**src/rtl/dest_arbiter.sv**
```systemverilog
// ============================================================================
// dest_arbiter : per-output round-robin destination arbiter with packet locks
// Revision 1.0
// ============================================================================
`default_nettype none

module dest_arbiter #(
   parameter int NUM_PORTS = 4,
   parameter int DEST_W    = 2
) (
   input  logic                        clock_i,
   input  logic                        reset_n_i,
   input  logic [NUM_PORTS-1:0]        req_i,
   input  logic [NUM_PORTS*DEST_W-1:0] dest_i,
   input  logic [NUM_PORTS-1:0]        out_ready_i,
   output logic [NUM_PORTS-1:0]        grant_o,
   output logic [NUM_PORTS-1:0]        out_busy_o,
   output logic [NUM_PORTS*DEST_W-1:0] out_sel_o,
   output logic [NUM_PORTS-1:0]        unique_o
);

   localparam int              N           = NUM_PORTS;
   localparam logic [DEST_W:0] NUM_PORTS_W = (DEST_W+1)'(NUM_PORTS);

   typedef enum logic {
      S_IDLE   = 1'b0,
      S_LOCKED = 1'b1
   } state_e;

   state_e            state_q [N];
   state_e            state_d [N];
   logic [DEST_W-1:0] owner_q [N];
   logic [DEST_W-1:0] owner_d [N];
   logic [DEST_W-1:0] ptr_q   [N];
   logic [DEST_W-1:0] ptr_d   [N];
   logic [N-1:0]      grant_q, grant_d;
   logic [N-1:0]      unique_q, unique_d;

   logic [DEST_W-1:0] dest_w  [N];
   logic [N-1:0]      dest_ok;
   logic [N-1:0]      eligible;
   logic [N-1:0]      arb_en;
   logic [DEST_W-1:0] arb_base [N];

   // (base + off) mod N, valid because base < N and off < N
   function automatic logic [DEST_W-1:0] wrap_add(input logic [DEST_W-1:0] base,
                                                  input logic [DEST_W:0]   off);
      logic [DEST_W:0] sum;
      sum = {1'b0, base} + off;
      if (sum >= NUM_PORTS_W) begin
         sum = sum - NUM_PORTS_W;
      end
      return sum[DEST_W-1:0];
   endfunction

   generate
      for (genvar gi = 0; gi < N; gi++) begin : g_port
         assign dest_w[gi]   = dest_i[gi*DEST_W +: DEST_W];
         assign dest_ok[gi]  = ({1'b0, dest_w[gi]} < NUM_PORTS_W);
         // An input already holding a lock may not compete for another output.
         assign eligible[gi] = req_i[gi] & ~grant_q[gi];
         assign out_busy_o[gi]                  = (state_q[gi] == S_LOCKED);
         assign out_sel_o[gi*DEST_W +: DEST_W]  = owner_q[gi];
      end
   endgenerate

   assign grant_o  = grant_q;
   assign unique_o = unique_q;

   always_comb begin
      for (int i = 0; i < N; i++) begin
         unique_d[i] = req_i[i] & dest_ok[i];
         for (int j = 0; j < N; j++) begin
            if ((j != i) && req_i[j] && (dest_w[j] == dest_w[i])) begin
               unique_d[i] = 1'b0;
            end
         end
      end
   end

   always_comb begin : p_release
      for (int d = 0; d < N; d++) begin
         arb_en[d]   = (state_q[d] == S_IDLE);
         arb_base[d] = ptr_q[d];
         ptr_d[d]    = ptr_q[d];
         // Release and re-arbitrate on the same edge from the advanced pointer.
         if ((state_q[d] == S_LOCKED) && !req_i[owner_q[d]]) begin
            arb_en[d]   = 1'b1;
            ptr_d[d]    = wrap_add(owner_q[d], (DEST_W+1)'(1));
            arb_base[d] = wrap_add(owner_q[d], (DEST_W+1)'(1));
         end
      end
   end

   always_comb begin : p_arb
      logic [DEST_W-1:0] idx;
      logic              found;
      grant_d = grant_q;
      idx     = '0;
      found   = 1'b0;
      for (int d = 0; d < N; d++) begin
         state_d[d] = state_q[d];
         owner_d[d] = owner_q[d];
         if (arb_en[d] && (state_q[d] == S_LOCKED)) begin
            state_d[d]           = S_IDLE;
            owner_d[d]           = '0;
            grant_d[owner_q[d]]  = 1'b0;
         end
      end
      for (int d = 0; d < N; d++) begin
         found = 1'b0;
         if (arb_en[d] && out_ready_i[d]) begin
            for (int k = 0; k < N; k++) begin
               idx = wrap_add(arb_base[d], (DEST_W+1)'(k));
               if (!found && eligible[idx] && (dest_w[idx] == DEST_W'(d))) begin
                  found        = 1'b1;
                  state_d[d]   = S_LOCKED;
                  owner_d[d]   = idx;
                  grant_d[idx] = 1'b1;
               end
            end
         end
      end
   end

   always_ff @(posedge clock_i or negedge reset_n_i) begin
      if (!reset_n_i) begin
         for (int d = 0; d < N; d++) begin
            state_q[d] <= S_IDLE;
            owner_q[d] <= '0;
            ptr_q[d]   <= '0;
         end
         grant_q  <= '0;
         unique_q <= '0;
      end else begin
         for (int d = 0; d < N; d++) begin
            state_q[d] <= state_d[d];
            owner_q[d] <= owner_d[d];
            ptr_q[d]   <= ptr_d[d];
         end
         grant_q  <= grant_d;
         unique_q <= unique_d;
      end
   end

endmodule

`default_nettype wire
```
**config.mk**
```make
export PLATFORM = sky130hd
export DESIGN_NAME = dest_arbiter
export DESIGN_NICKNAME = d
export VERILOG_FILES = /design/src/rtl/dest_arbiter.sv
export SDC_FILE = /design/constraint.sdc
export NUM_CORES = 1
export LEC_CHECK = 0
export BUFFER_PORTS_ARGS = -buffer_cell sky130_fd_sc_hd__buf_2
export CAP_MARGIN = 10
export CORE_ASPECT_RATIO = 0.75
export CORE_MARGIN = 2
export CORE_UTILIZATION = 30
export DETAILED_ROUTE_END_ITERATION = 16
export PLACE_DENSITY_LB_ADDON = 0.1
export SLEW_MARGIN = 0
export SYNTH_ARGS = -nofsm -noshare
export SYNTH_HDL_FRONTEND = slang
export SYNTH_SLANG_ARGS = --single-unit
```
**constraint.sdc**
```tcl
create_clock -name clock_i -period 10.3 [get_ports clock_i]
set_clock_uncertainty 0.1 [all_clocks]
set_input_delay 1.03 -clock clock_i [delete_from_list [all_inputs] [get_ports clock_i]]
set_output_delay 1.03 -clock clock_i [all_outputs]
set_load 0.01 [all_outputs]
```
## After elaboration in Yosys (flattened, before gate mapping)

Index checks and enable logic that the tools add are counted.

| storage, ports and cells | value |
|---|---|
| register bits after elaboration | 28 |
| input bits | 18 |
| output and inout port bits | 20 |
| logic and storage cells | 586 |

| cells by class | value |
|---|---|
| $add $sub $neg | 36 |
| $lt $le $gt $ge | 76 |
| equal/unequal tests | 24 |
| muxes and demuxes | 292 |
| bitwise operators | 52 |
| reductions and logical operators | 92 |

Operator list:

| cell | number |
|---|---|
| 2-bit 2-to-1 mux | 96 |
| 4-bit 2-to-1 mux | 36 |
| 1-bit 2-to-1 mux | 104 |
| 3-bit greater-or-equal comparator (second input constant) | 32 |
| 1-bit logical AND | 72 |
| 2-bit binary-select mux with 2-bit select | 16 |
| 4-bit bitwise OR | 16 |
| 2-bit by 3-bit < comparator with 1-bit output (second input constant) | 20 |
| 2-bit NOT with 3-bit output | 16 |
| 1-bit binary-select mux with 2-bit select | 20 |
| 1-bit demux with 2-bit select | 20 |
| 2-bit by 1-bit greater-or-equal comparator with 1-bit output (second input constant) | 20 |
| 2-bit by 1-bit subtractor with 2-bit output (second input constant) | 20 |
| 2-bit by 1-bit adder with 3-bit output (second input constant) | 8 |
| 2-bit by 2-bit adder with 3-bit output (second input constant) | 8 |
| 2-bit == test | 12 |
| 4-bit bitwise AND | 4 |
| 2-bit == test (second input constant) | 8 |
| 1-bit logical NOT | 16 |
| 4-bit NOT | 4 |
| 2-bit by 3-bit greater-or-equal comparator with 1-bit output (second input constant) | 4 |
| 2-bit by 1-bit == test with 1-bit output (second input constant) | 4 |
| 2-bit logical NOT | 4 |
| 1-bit NOT | 8 |
| 1-bit bitwise AND | 4 |

## Longest topological paths before layout

| depth | value |
|---|---|
| word-level depth | 67 |
| gate-level depth with buffers | 15 |

## Worst setup path after synthesis

No wires, ideal clock.

| timing path | value |
|---|---|
| path type | input to register |
| start | input req_i[0] |
| end | register grant_q[3], in the netlist grant_o[3] |
| arrival | 4.044 ns |
| data required time | 10.071 ns |
| slack | 6.028 ns |
| stages on the path | 14 |
| buffers on the path | 1 |
| path through | buf_2 > mux2_2 > o22a_2 > mux2i_4 > inv_1 > ha_1 > inv_1 > nor3_1 > o2111ai_1 > o21ai_1 > a221o_1 > a2111o_1 > a2111o_1 > a2111o_1 |

RTL lines:

| item | line | source |
|---|---|---|
| start, declared | 13 | `input logic [NUM_PORTS-1:0] req_i,` |
| end signal, assigned | 141 | `grant_q <= grant_d;` |
| end, declared | 36 | `logic [N-1:0] grant_q, grant_d;` |

==> flow_summary.json <==
{
  "status": "completed",
  "arrival_ns": 5.07,
  "grt_start_max_net_pins": 29,
  "synth-seq-area-share_pct": 16.2,
  "synth_ff_type": "dfrtp_1",
  "start_util_pct": 31.1,
  "num_rows": 37,
  "required_ns": 10.32,
  "port-buffer-count": 37,
  "worstMarginPinSlew_ns": 1.21,
  "nets": 600,
  "syn_inst": 533,
  "drt_iter0_markers": 413,
  "cts_max_level": 1,
  "synth_top_area_share_pct": 16.2,
  "post-route-period-util_pct": 49.1,
  "dp_cells": 720,
  "pwr-share-seq_pct": 19.7,
  "peakVddDrop_v": 0.0000726,
  "avgViaCountPerCell": 6.10,
  "grt.total_usage_pct": 20.2,
  "die_h_um": 108,
  "n_antenna_cell": 0,
  "hold_viol": 0,
  "postPlaceCellArea_mm2": 0.00462,
  "synth.distinct_cells": 83,
  "yosys.area.top_type": "dfrtp_1",
  "clk_latency_ns": 0.28,
  "final_common_cell": "nand2_1",
  "layoutNonFillerInstCount": 724,
  "start_kind": "primary input",
  "synth_area_mm2": 0.00432,
  "period_minus_slack_ns": 5.06,
  "dp_hpwl_um": 11800,
  "fmax_mhz": 198,
  "cts-root-buf": "clkbuf_16",
  "die_x_um": 143,
  "synth-edff-count": 0,
  "routedWlPerCell_um": 21.2,
  "dieArea_mm2": 0.0154,
  "synth_area_per_cell_um2": 8.11,
  "antenna_left": 0,
  "use_met3_pct": 3.81,
  "syn_nets": 583,
  "cap_violations": 0,
  "endpoint_kind": "flip-flop",
  "grt_pass1_wl_um": 24100,
  "core_area_mm2": 0.0139,
  "tns_ns": 0,
  "dr.pass1.iters": 5,
  "p_int_mw": 0.533,
  "met2_usage_pct": 29.0,
  "cts.sinks": 28,
  "clock_path_buffers": 2,
  "cts_resized": 0,
  "p_comb_share_pct": 70.9,
  "final_max_slew_viol_count": 0,
  "path_max_fanout": 19,
  "drcViolationCount": 0,
  "path_clk_slew_ns": 0.09,
  "ys_ff_latch": 28,
  "dr_total_vias": 4415,
  "postLayoutCoreUtil_pct": 33.9,
  "cts_hold_buf": 0,
  "stdcell_area_mm2": 0.00471,
  "synthToLayoutAreaGrowth_pct": 8.97,
  "critPathKind": "in -> reg",
  "first_global_vias": 4085,
  "rsz0062_at_grt": "no",
  "grt_antenna_before_repair": 1,
  "final_cell_mix": "nand2_1 (52), buf_2 (37), ha_1 (32)",
  "total_power_mw": 1.18,
  "place.gp.congestion": 0.887,
  "routed_wl_um": 15400,
  "maxSlewHeadroom_pct": 17.0,
  "rrSetupSlack_ns": 5.53,
  "ys_async_sr_fraction_pct": 100,
  "grt_overflow": 0,
  "power_per_cell_area_mw_per_mm2": 251,
  "swShare_pct": 54.9,
  "hold_class": "reg -> reg",
  "finalSetupViolCount": 0,
  "clockPowerShare_pct": 9.3,
  "cts_setup_buffers": 0,
  "synth_area_leaders": "dfrtp_1 (16%), ha_1 (9.3%), nand2_1 (4.5%)",
  "cts_tree": "done",
  "gr-usage-met1_pct": 31.8,
  "layout-drive-gt1-share_pct": 15.5,
  "ios": 38,
  "p_leak_nw": 1.91,
  "switchingPower_mw": 0.648,
  "numCtsBuffers": 3,
  "yosysWarnings": 0,
  "busiest_layer": "met1"
}
## worst paths after layout
check	end	cells after the start	start
setup / recovery	grant_o[2]$_DFF_PN0_	14	req_i[0]
min in group asynchronous	ptr_q[3]$_DFF_PN0_	1	reset_n_i
hold reg to reg	ptr_q[7]$_DFF_PN0_	1	ptr_q[7]$_DFF_PN0_
setup reg to reg	grant_o[2]$_DFF_PN0_	13	out_sel_o[5]$_DFF_PN0_
max in group asynchronous	ptr_q[0]$_DFF_PN0_	1	reset_n_i
hold / removal	ptr_q[7]$_DFF_PN0_	1	ptr_q[7]$_DFF_PN0_
## cell type report
type | instances | area (um^2)
Clock buffer | 4 | 88.8
Fill cell | 1485 | 9180
Inverter | 24 | 90.1
Multi-Input combinational cell | 451 | 3390
Sequential cell | 28 | 701
Tap cell | 175 | 219
Timing Repair Buffer | 42 | 223
## logic make-up after synthesis
logic type	share of synthesized area, %
adder cells (fa/ha/maj)	9.26
multiplexers	10.8
AND/OR/NAND/NOR	27.5
flip-flops	16.2
XOR/XNOR	2.43
AO/OA/AOI/OAI	28.4
buffers and inverters	5.38
## layer usage
layer / wire length (um) / share of wire [%]
met4: 95 / 0.62
met2: 6360 / 41
met1: 7870 / 51
met3: 1020 / 6.6
met5: 13 / 0.085
## critical path, cell delays in order
cell	delay (ns)
buf_2	0.32
mux2_2	0.27
o22a_2	0.23
mux2i_4	0.40
inv_1	0.16
ha_1	0.35
inv_1	0.09
nor3_1	0.07
o2111ai_1	0.13
o21ai_1	0.16
or2_2	0.37
a221o_1	0.32
a2111oi_0	1.01
nand4b_1	0.16
## power by group through the flow
stage	Clock (mW)	Combinational (mW)	Sequential, mW
after floorplan	0	0.624	0.214
after global placement	0	0.837	0.234
after detailed placement	0	0.820	0.233
after CTS	0.114	0.825	0.231
after global routing	0.117	0.926	0.241
final	0.110	0.837	0.233
## stage by stage
stage	setup slack (ns)	hold WS, ns
floorplan	6.03	0.405
global placement	5.23	0.470
detailed placement	5.14	0.446
CTS	5.44	0.478
global route	5.08	0.503
finish	5.24	0.486
## Yosys cell counts, types with 4 or more instances
cell	instances
a211o_1	4
a211oi_1	7
a21oi_1	19
a221oi_1	12
a222oi_1	4
a22oi_1	10
a31oi_1	4
a32o_1	8
and2_1	9
and3_1	4
and4b_1	4
buf_2	6
clkbuf_1	20
dfrtp_1	28
ha_1	32
inv_1	22
mux2_2	7
mux2i_1	14
mux4_2	6
nand2_1	52
nand2b_1	6
nand3_1	30
nand4_1	11
nand4b_1	5
nor2_1	31
nor3_1	11
nor4bb_1	6
o211ai_1	16
o21a_1	6
o21ai_0	29
o31ai_1	5
or2_2	4
or4bb_1	4
xor2_1	10
## sequential cells by signal, indices dropped and copies added (netlist names)
| name | flops |
|---|---|
| ptr_q | 8 |
| grant_o | 4 |
| out_busy_o | 4 |
| out_sel_o | 8 |
| unique_o | 4 |
Note: power is estimated with default switching activity, not from simulation.
